--- src/rtl/ctrl_pkg.sv ---
// rtl/ctrl_pkg.sv - opcode constants and control bundle types for the pipelined MIPS control unit
package ctrl_pkg;

    localparam logic [5:0] OP_RTYPE = 6'd0;
    localparam logic [5:0] OP_LW    = 6'd35;
    localparam logic [5:0] OP_SW    = 6'd43;
    localparam logic [5:0] OP_BEQ   = 6'd4;
    localparam logic [5:0] OP_ADDI  = 6'd8;

    localparam logic [1:0] ALUOP_ADD   = 2'b00;
    localparam logic [1:0] ALUOP_SUB   = 2'b01;
    localparam logic [1:0] ALUOP_FUNCT = 2'b10;

    typedef struct packed {
        logic       regDst;
        logic       aluSrc;
        logic [1:0] aluOp;
    } ex_ctrl_t;

    typedef struct packed {
        logic memRead;
        logic memWrite;
        logic branch;
    } mem_ctrl_t;

    typedef struct packed {
        logic regWrite;
        logic memToReg;
    } wb_ctrl_t;

    typedef struct packed {
        ex_ctrl_t  ex;
        mem_ctrl_t mem;
        wb_ctrl_t  wb;
    } ctrl_t;

endpackage

--- src/rtl/ctrl_decoder.sv ---
// rtl/ctrl_decoder.sv - combinational opcode to control bundle decoder with operand-use flags
module ctrl_decoder
    import ctrl_pkg::*;
#(
    parameter int OPCODE_W = 6
) (
    input  logic [OPCODE_W-1:0] i_opcode,
    output ctrl_t               o_ctrl,
    output logic                o_uses_rs,
    output logic                o_uses_rt,
    output logic                o_legal
);

    // Decode table; anything not listed becomes an all-zero NOP bundle
    always_comb begin
        o_ctrl    = '0;
        o_uses_rt = 1'b0;
        o_legal   = 1'b1;
        case (i_opcode)
            OPCODE_W'(OP_RTYPE): begin
                o_ctrl.ex.regDst   = 1'b1;
                o_ctrl.ex.aluOp    = ALUOP_FUNCT;
                o_ctrl.wb.regWrite = 1'b1;
                o_uses_rt          = 1'b1;
            end
            OPCODE_W'(OP_LW): begin
                o_ctrl.ex.aluSrc   = 1'b1;
                o_ctrl.ex.aluOp    = ALUOP_ADD;
                o_ctrl.mem.memRead = 1'b1;
                o_ctrl.wb.regWrite = 1'b1;
                o_ctrl.wb.memToReg = 1'b1;
            end
            OPCODE_W'(OP_SW): begin
                o_ctrl.ex.aluSrc    = 1'b1;
                o_ctrl.ex.aluOp     = ALUOP_ADD;
                o_ctrl.mem.memWrite = 1'b1;
                o_uses_rt           = 1'b1;
            end
            OPCODE_W'(OP_BEQ): begin
                o_ctrl.ex.aluOp   = ALUOP_SUB;
                o_ctrl.mem.branch = 1'b1;
                o_uses_rt         = 1'b1;
            end
            OPCODE_W'(OP_ADDI): begin
                o_ctrl.ex.aluSrc   = 1'b1;
                o_ctrl.ex.aluOp    = ALUOP_ADD;
                o_ctrl.wb.regWrite = 1'b1;
            end
            default: begin
                o_legal = 1'b0;
            end
        endcase
        // Every real instruction reads rs; NOPs read nothing
        o_uses_rs = o_legal;
    end

endmodule

--- src/rtl/pipe_control_unit.sv ---
// rtl/pipe_control_unit.sv - pipelined control unit with load-use stall and branch flush; optional PIPE_CTRL_ILLEGAL_OP_EN
module pipe_control_unit
    import ctrl_pkg::*;
#(
    parameter int OPCODE_W   = 6,
    parameter int REG_ADDR_W = 5,
    parameter int ALUOP_W    = 2
) (
    input  logic                  clk,
    input  logic                  reset,
    input  logic                  id_valid,
    input  logic [OPCODE_W-1:0]   opCode,
    input  logic [REG_ADDR_W-1:0] id_rs,
    input  logic [REG_ADDR_W-1:0] id_rt,
    input  logic                  branch_taken,
    output logic                  stallSignal,
    output logic                  ex_regDst,
    output logic                  ex_aluSrc,
    output logic [ALUOP_W-1:0]    ex_aluOp,
    output logic                  mem_memRead,
    output logic                  mem_memWrite,
    output logic                  mem_branch,
    output logic                  wb_regWrite,
    output logic                  wb_memToReg
`ifdef PIPE_CTRL_ILLEGAL_OP_EN
    ,
    output logic                  illegal_op,
    output logic [7:0]            illegal_cnt
`endif
);

    ctrl_t                 w_dec;
    logic                  w_uses_rs;
    logic                  w_uses_rt;
    logic                  w_legal;
    logic                  w_stall;
    logic                  w_bubble;

    ex_ctrl_t              r_idex_ex;
    mem_ctrl_t             r_idex_mem;
    wb_ctrl_t              r_idex_wb;
    logic [REG_ADDR_W-1:0] r_ex_rt;
    mem_ctrl_t             r_exmem_mem;
    wb_ctrl_t              r_exmem_wb;
    wb_ctrl_t              r_memwb_wb;

    ctrl_decoder #(
        .OPCODE_W (OPCODE_W)
    ) u_decoder (
        .i_opcode  (opCode),
        .o_ctrl    (w_dec),
        .o_uses_rs (w_uses_rs),
        .o_uses_rt (w_uses_rt),
        .o_legal   (w_legal)
    );

    // Load-use hazard: the load in EX writes a register the ID instruction reads; $0 never hazards
    always_comb begin
        w_stall = id_valid && r_idex_mem.memRead && (r_ex_rt != '0) &&
                  ((w_uses_rs && (r_ex_rt == id_rs)) || (w_uses_rt && (r_ex_rt == id_rt)));
    end

    assign w_bubble    = branch_taken || w_stall || !id_valid;
    assign stallSignal = w_stall;

    // ID/EX register: bubble on flush, stall or empty slot; ex_rt only follows real instructions
    always_ff @(posedge clk or posedge reset) begin
        if (reset) begin
            r_idex_ex  <= '0;
            r_idex_mem <= '0;
            r_idex_wb  <= '0;
            r_ex_rt    <= '0;
        end else if (w_bubble) begin
            r_idex_ex  <= '0;
            r_idex_mem <= '0;
            r_idex_wb  <= '0;
        end else begin
            r_idex_ex  <= w_dec.ex;
            r_idex_mem <= w_dec.mem;
            r_idex_wb  <= w_dec.wb;
            r_ex_rt    <= id_rt;
        end
    end

    // EX/MEM register: a taken branch in MEM kills the instruction behind it in EX
    always_ff @(posedge clk or posedge reset) begin
        if (reset) begin
            r_exmem_mem <= '0;
            r_exmem_wb  <= '0;
        end else if (branch_taken) begin
            r_exmem_mem <= '0;
            r_exmem_wb  <= '0;
        end else begin
            r_exmem_mem <= r_idex_mem;
            r_exmem_wb  <= r_idex_wb;
        end
    end

    // MEM/WB register: never flushed, the branch itself is what leaves MEM
    always_ff @(posedge clk or posedge reset) begin
        if (reset) begin
            r_memwb_wb <= '0;
        end else begin
            r_memwb_wb <= r_exmem_wb;
        end
    end

    assign ex_regDst    = r_idex_ex.regDst;
    assign ex_aluSrc    = r_idex_ex.aluSrc;
    assign ex_aluOp     = ALUOP_W'(r_idex_ex.aluOp);
    assign mem_memRead  = r_exmem_mem.memRead;
    assign mem_memWrite = r_exmem_mem.memWrite;
    assign mem_branch   = r_exmem_mem.branch;
    assign wb_regWrite  = r_memwb_wb.regWrite;
    assign wb_memToReg  = r_memwb_wb.memToReg;

`ifdef PIPE_CTRL_ILLEGAL_OP_EN
    logic       r_illegal_op;
    logic [7:0] r_illegal_cnt;
    logic       w_illegal_evt;

    assign w_illegal_evt = id_valid && !branch_taken && !w_stall && !w_legal;

    // Sticky flag and saturating count of unsupported opcodes that actually issue
    always_ff @(posedge clk or posedge reset) begin
        if (reset) begin
            r_illegal_op  <= 1'b0;
            r_illegal_cnt <= 8'd0;
        end else if (w_illegal_evt) begin
            r_illegal_op <= 1'b1;
            if (r_illegal_cnt != 8'hFF) begin
                r_illegal_cnt <= r_illegal_cnt + 8'd1;
            end
        end
    end

    assign illegal_op  = r_illegal_op;
    assign illegal_cnt = r_illegal_cnt;
`else
    // Unsupported opcodes decode silently as NOPs; the legality flag has no consumer
    logic w_unused_legal;
    assign w_unused_legal = w_legal;
`endif

endmodule
--- config.mk ---
export PLATFORM = sky130hd
export DESIGN_NAME = pipe_control_unit
export DESIGN_NICKNAME = d
export VERILOG_FILES = /design/src/rtl/ctrl_pkg.sv /design/src/rtl/ctrl_decoder.sv /design/src/rtl/pipe_control_unit.sv
export SDC_FILE = /design/constraint.sdc
export NUM_CORES = 1
export LEC_CHECK = 0
export ABC_CLOCK_PERIOD_IN_PS = 6300
export CAP_MARGIN = 25
export CORE_AREA = 2 2 54 56
export DETAILED_ROUTE_END_ITERATION = 16
export DIE_AREA = 0 0 56 58
export DONT_BUFFER_PORTS = 1
export PLACE_DENSITY = 0.46
export SKIP_LAST_GASP = 1
export SYNTH_ARGS = -nofsm -noshare
export SYNTH_HDL_FRONTEND = slang
export SYNTH_SLANG_ARGS = --single-unit
--- constraint.sdc ---
create_clock -name clk -period 6.3 [get_ports clk]
set_clock_uncertainty 0.05 [all_clocks]
set_input_delay 0.63 -clock clk [delete_from_list [all_inputs] [get_ports clk]]
set_output_delay 0.63 -clock clk [all_outputs]
set_load 0.01 [all_outputs]
==> summary.txt, run 1 <==
Setup path
  • Reg2Reg Launch Point: r_ex_rt[3]
  • Delay-heaviest family, CP: simple AND/OR/NAND/NOR gates
  • Worst path bufs/invs: 0
  • Worst r2r dst: r_ex_rt[3]
  • FF-to-FF setup slack: 3960 ps
  • Max stage delay on crit path: 500 ps
  • Worst Setup SP: opCode[1]
  • Reg2reg path depth: 5
  • Critical Path RT: 5620 ps
  • Kind of critical path: in -> out
  • Critical path peak fanout: 4
  • Crit. End Element: output port
  • Critical Path Start Type: input port
  • Arr. time, crit path: 1980 ps
  • Slowest CP cell: or3_2
  • Ordered cell list for the critical path: or3_2 -> o21ai_0 -> and3_1 -> a31oi_1 -> nor3b_1

Clocking
  • # resized after CTS: 0
  • Htree depth: 1
  • Postcts setup bufs: 0
  • Clock transition at the registers of the reported paths: 120 ps
  • CTS max path bufs: 2
  • Post-CTS Hold Buffers: 0
  • CTS tree: done
  • Total CTS buffers: 3
  • Clock Sinks: 19
  • Clock Latency Late Sink: 300 ps
  • Root Buffer: clkbuf_4

Floorplan
  • Die X-Extent: ~56 um
  • Initial core utilization: 32.9%
  • Die footprint: 0.00325 sq mm
  • Die H: just under 60 um
  • Rows: 19
  • Ports: 30
  • Core ar.: 0.00266 sq mm

Job
  • Max Cap Violations: 0

Place
  • Pre-CTS WS: 3650 ps
  • DP Wirelength: 1270 um
  • Final GP Congestion: 0.810
  • Buffers on Ports: 0

Global routing
  • Largest net degree at the start of global routing: 20
  • Initial antenna violation count: 0
  • Vias in the first global route: ~560
  • Global route overflow: 0
  • GR Util All Layers: 10.7%
  • First-pass GRT wire length: around 2500 um

Timing
  • Setup_tns: 0 ps
  • Slew margin rel.: 51.9%
  • F_max: 376 MHz
  • Worst-margin pin slew: 721 ps
  • Final worst setup slack: 3640 ps
  • Count of pins over their slew limit: 0
  • Clock period minus worst slack: 2660 ps
  • Final Cycle Share: 42.2%
  • Hold violation count in the final report: 0
  • RSZ-0062 raised after global routing: no
  • Setup-failing EPs final: 0

Synthesis
  • Synth Flop Type: dfrtp_1
  • Mapped Cells: 75
  • Syn Nets: 95
  • Post-Syn Area: 877 sq um
  • Number of synthesized flops with an enable pin: 0
  • Syn Area/Cell: 11.7 sq um
  • Synth unique cells: 25
  • Async SR Flop Fraction: 100%
  • Sequential area share after synthesis: 54.2%
  • Synth Register Bits: 19
  • Yosys warns: 0

Cells and area
  • Final nets: 98
  • Multi-input gate area: 379 sq um
  • Fillers: between 200 and 300
  • Register area: 475 sq um
  • Diodes inserted: 0
  • Final core occ: a little over a third
  • Area grow syn2layout: 5.85%
  • Share of layout cells above drive strength 1: 16.9%

Routing
  • Initial DRC count: 12
  • DR pass1 iterations: 4
  • Residual DRC count: 0
  • Via/cell ratio: 5.11
  • DR WL/cell: 15.3 um
  • Total wire length: 1650 um
  • Vias: 552
  • Routed Antenna Nets: 0

Min path
  • Min-delay worst type: in -> async

Power and ir drop
  • IR drop worst, VDD: 0.000121 V
  • Leak: roughly 0.42 nW
  • Pwr Density: 238 mW/mm^2

Run status
  • Outcome: completed
## power by group
part | internal, mW | total [mW] | switching (mW)
Sequential | 0.127 | 0.134 | 0.00655
Clock | 0.0236 | 0.0618 | 0.0382
Combinational | 0.0134 | 0.0260 | 0.0126
## synthesized netlist by cell type (2+ instances only)
library cell  instances  area (sq um)
inv_1                 2          7.51
mux2_2                3          33.8
nor3_1                7          35.0
dfrtp_1              19           475
nor3b_1               3          22.5
nor2b_1               4          25.0
nor2_1                6          22.5
nand2_1               2          7.51
xor2_1               10          87.6
nand4b_1              3          26.3
mux2_4                2          30.0
## layout make-up
type | instances | share of cell area (%)
Inverter | 2 | 0.809
Multi-Input combinational cell | 52 | 40.8
Tap cell | 31 | 4.18
Clock buffer | 3 | 2.43
Sequential cell | 19 | 51.2
Clock inverter | 1 | 0.539
## how the worst max path moves through the flow
stage | slack, ps | cells after the start | end
after global placement | 3660 | 5 | stallSignal
after detailed placement | 3650 | 5 | stallSignal
after CTS | 3640 | 5 | stallSignal
after global routing | 3550 | 5 | stallSignal
after floorplan | 3750 | 5 | stallSignal
final | 3640 | 5 | stallSignal
## worst register-to-register path: stages (launching register included)
cell and delay (ps):
dfrtp_1 450, or4_1 540, o21ai_1 230, nand4b_1 160
nand4b_2 380, mux2_4 420
## layer usage
layer / up-vias / wire length (um) / global-route usage, %
met2: 17 / 797 / 16.6
met4: 0 / 21 / 6.12
met1: 274 / 721 / 12.9
met5: - / 0 / 0
li1: 259 / - / -
met3: 2 / 111 / 4.02
## sequential cells by signal, summed over array words and instances (netlist names)
signal        cells
r_ex_rt           5
r_idex_mem        3
ex_aluOp          2
ex_aluSrc         1
ex_regDst         1
mem_branch        1
mem_memRead       1
mem_memWrite      1
r_exmem_wb        1
r_idex_wb         1
wb_memToReg       1
wb_regWrite       1
## stage by stage
step / hold WS [ps] / power (mW) / cells / area, sq um
floorplan: 281 / 0.158 / 75 / 877
global placement: 284 / 0.162 / 104 / 901
detailed placement: 291 / 0.163 / 104 / 901
CTS: 301 / 0.224 / 108 / 928
global route: 300 / 0.235 / 108 / 928
finish: 268 / 0.221 / 108 / 928
## kinds of logic (layout without fill, tap and decap cells)
logic type | count (synthesis) | after routing | synth area share [%]
compound gates | 4 | 4 | 2.42
xor+xnor | 10 | 10 | 9.99
buf+inv | 4 | 6 | 2.57
flops | 19 | 19 | 54.2
mux | 6 | 6 | 8.42
simple gates | 32 | 32 | 22.4
## placed cells by master, fill, tap and decap left out, types with 2 or more instances in the layout
cell      count
xor2_1       10
nand2_1       2
mux2_2        3
mux2_4        2
nor2_1        6
nor3b_1       3
nor3_1        7
nand4b_1      3
dfrtp_1      19
clkbuf_4      3
nor2b_1       4
inv_1         2
No activity file was read; power rests on OpenSTA's default activity.
==> run 2: changes to the inputs <==
- ABC_CLOCK_PERIOD_IN_PS: 6300 -> 2180
- PLACE_DENSITY: 0.46 -> 0.48
- clock period: 6.3 -> 2.18 ns (I/O delays scaled with it)
==> run 2 against run 1 <==
Against the previous run:
- global-route usage hardly changed
- design area rose by 12%
- utilization increased by 4.3 points
- first-iteration DRC count decreased by 75%
- setup slack worse by 3500 ps
- register-to-register slack worse by 3800 ps
- via count is 4.0% higher
- sequential power increased to 2.9 times the previous value
- largest power group unchanged
- combinational power grew to 4.0 times the previous value
- routed wire length is essentially flat
- sequential share of layout area fell by 5.6 points
- worst hold slack got worse by 260 ps
==> summary.txt, run 2 (synthesized netlist as in run 1, its figures left out) <==
Routing
  • Residual DRC count: 0
  • Via/cell ratio: 4.86
  • Vias: roughly 570
  • Routed Antenna Nets: 0
  • DR WL/cell: about 14 um
  • DR pass1 iterations: 3
  • Total wire length: roughly 1700 um
  • Initial DRC count: 3

Clocking
  • Clock Sinks: 19
  • Htree depth: 1
  • CTS max path bufs: 2
  • Total CTS buffers: 3
  • Clock transition at the registers of the reported paths: 110 ps
  • CTS tree: done
  • Root Buffer: clkbuf_4
  • Clock Latency Late Sink: 290 ps

Setup path
  • Max stage delay on crit path: 540 ps
  • Delay-heaviest family, CP: simple AND/OR/NAND/NOR gates
  • Critical path peak fanout: 8
  • Arr. time, crit path: 2210 ps
  • Slowest CP cell: or4_1
  • Worst path bufs/invs: 1
  • Ordered cell list for the critical path: or4_1 -> o21ai_2 -> nand4b_1 -> nand4b_4 -> buf_4 -> nor3_1
  • Kind of critical path: reg -> reg
  • Crit. End Element: flip-flop
  • Critical Path Start Type: flip-flop
  • Critical Path RT: 2340 ps

Cells and area
  • Final standard cell area without fillers: 0.00104 sq mm
  • Largest register FFs: 5
  • Fillers: 271
  • Diodes inserted: 0
  • Most common cell after layout, fill and taps aside: dfrtp_1
  • Final nets: 108
  • Largest register by flop count: r_ex_rt
  • Area grow syn2layout: 19.0%
  • Share of layout cells above drive strength 1: about 22%
  • Commonest non-fill, non-tap cells in the layout: dfrtp_1 (19), xor2_1 (10), dlygate4sd3_1 (7)

Global routing
  • Global route overflow: 0
  • GR Util All Layers: a little over a tenth
  • Initial antenna violation count: 0
  • Vias in the first global route: 588
  • First-pass GRT wire length: about 2700 um
  • Largest net degree at the start of global routing: 20

Timing
  • Clock period minus worst slack: 2050 ps
  • Hold violation count in the final report: 0
  • RSZ-0062 raised after global routing: yes
  • Setup-failing EPs final: 0
  • F_max: about 490 MHz
  • Setup_tns: 0 ps
  • Worst-margin pin slew: 740 ps
  • Final Cycle Share: 94.0%
  • Slew margin rel.: 50.6%
  • Count of pins over their slew limit: 0

Floorplan
  • Die footprint: 0.00325 sq mm
  • Ports: 30
  • Rows: 19
  • Initial core utilization: approximately a third
  • Die X-Extent: 56 um
  • Core ar.: 0.00266 sq mm
  • Die H: 58 um

Power and ir drop
  • Sw frac: 26.0%
  • IR drop worst, VDD: 0.000314 V
  • Pwr Density: 637 mW/mm^2
  • Int Power: 492 uW
  • Sequential share of power: 57.5%
  • Switch Pwr: 173 uW
  • Clock network power share: 26.8%
  • Combinational power share: 15.7%
  • Leak: 0.469 nW

Place
  • Final GP Congestion: 0.722
  • DP Wirelength: approximately 1200 um
  • Buffers on Ports: 0
  • Area after DPL: 923 sq um

Min path
  • Min-delay worst type: in -> reg

Run status
  • Outcome: completed

Job
  • Max Cap Violations: 0
==> run 2: cell count changes in the layout (fill, tap and decap cells not counted), sizes merged <==
cell and delta:
buf +3, dlygate4sd3 +7
==> run 2: power by group through the flow <==
stage	clock network [mW]	logic (mW)	registers (mW)
after floorplan	0	0.0680	0.388
after global placement	0	0.0882	0.389
after detailed placement	0	0.0897	0.388
after CTS	0.187	0.0980	0.381
after global routing	0.203	0.117	0.384
final	0.178	0.104	0.382
==> run 2: timing repair <==
action	CTS	global route
setup buffers	0	0
endpoints found under the setup margin	1	12
cloned	0	0
pin swaps	0	1
hold buffers	4	3
gates resized for setup	1	3
endpoints found under the hold margin	29	3
==> run 2: worst paths after layout <==
check                               from             to  slack (ps)  cells past startpoint
setup / recovery              r_ex_rt[0]  r_idex_mem[0]         130                      6
min in group asynchronous          reset    wb_memToReg         420                      2
setup reg to reg              r_ex_rt[0]  r_idex_mem[0]         130                      6
hold reg to reg            r_exmem_wb[1]    wb_regWrite         310                      0
hold / removal                  id_rt[4]     r_ex_rt[4]          10                      1
max in group asynchronous          reset  r_idex_mem[0]        1190                      2
==> run 2: area by class of cell <==
type | count | area, sq um | area share, %
clock buffers | 3 | 22.5 | 2.16
flip-flops and latches | 19 | 475 | 45.6
well taps | 31 | 38.8 | 3.72
repair buffers | 10 | 92.6 | 8.87
clock inverters | 1 | 5.00 | 0.480
multi-input cells | 52 | 402 | 38.5
inverters | 2 | 7.51 | 0.719
==> run 2: per-stage QoR <==
step	setup WS [ps]	std cells	power [mW]	hold WS, ps	utilization (%)
after floorplan	183	75	0.456	119	-
after global placement	104	107	0.477	213	34.7
after detailed placement	63.5	107	0.478	223	34.7
after CTS	-2.45	115	0.666	0.894	37.4
after global routing	-12.2	118	0.705	1.40	39.2
final	131	118	0.665	12.5	39.2
==> run 2: worst reg2reg max path: stages (launching register included) <==
cell	delay [ps]
dfrtp_1	440
or4_1	540
o21ai_2	170
nand4b_1	180
nand4b_4	190
buf_4	210
nor3_1	190
==> run 2: metal layers <==
metal / part of all wire (%) / GRT usage [%] / up-vias
met5: 0 / 0 / -
met4: 0.79 / 4.08 / 0
met2: 45 / 16.6 / 17
met3: 7.6 / 4.02 / 2
met1: 47 / 13.7 / 275
li1: - / - / 280
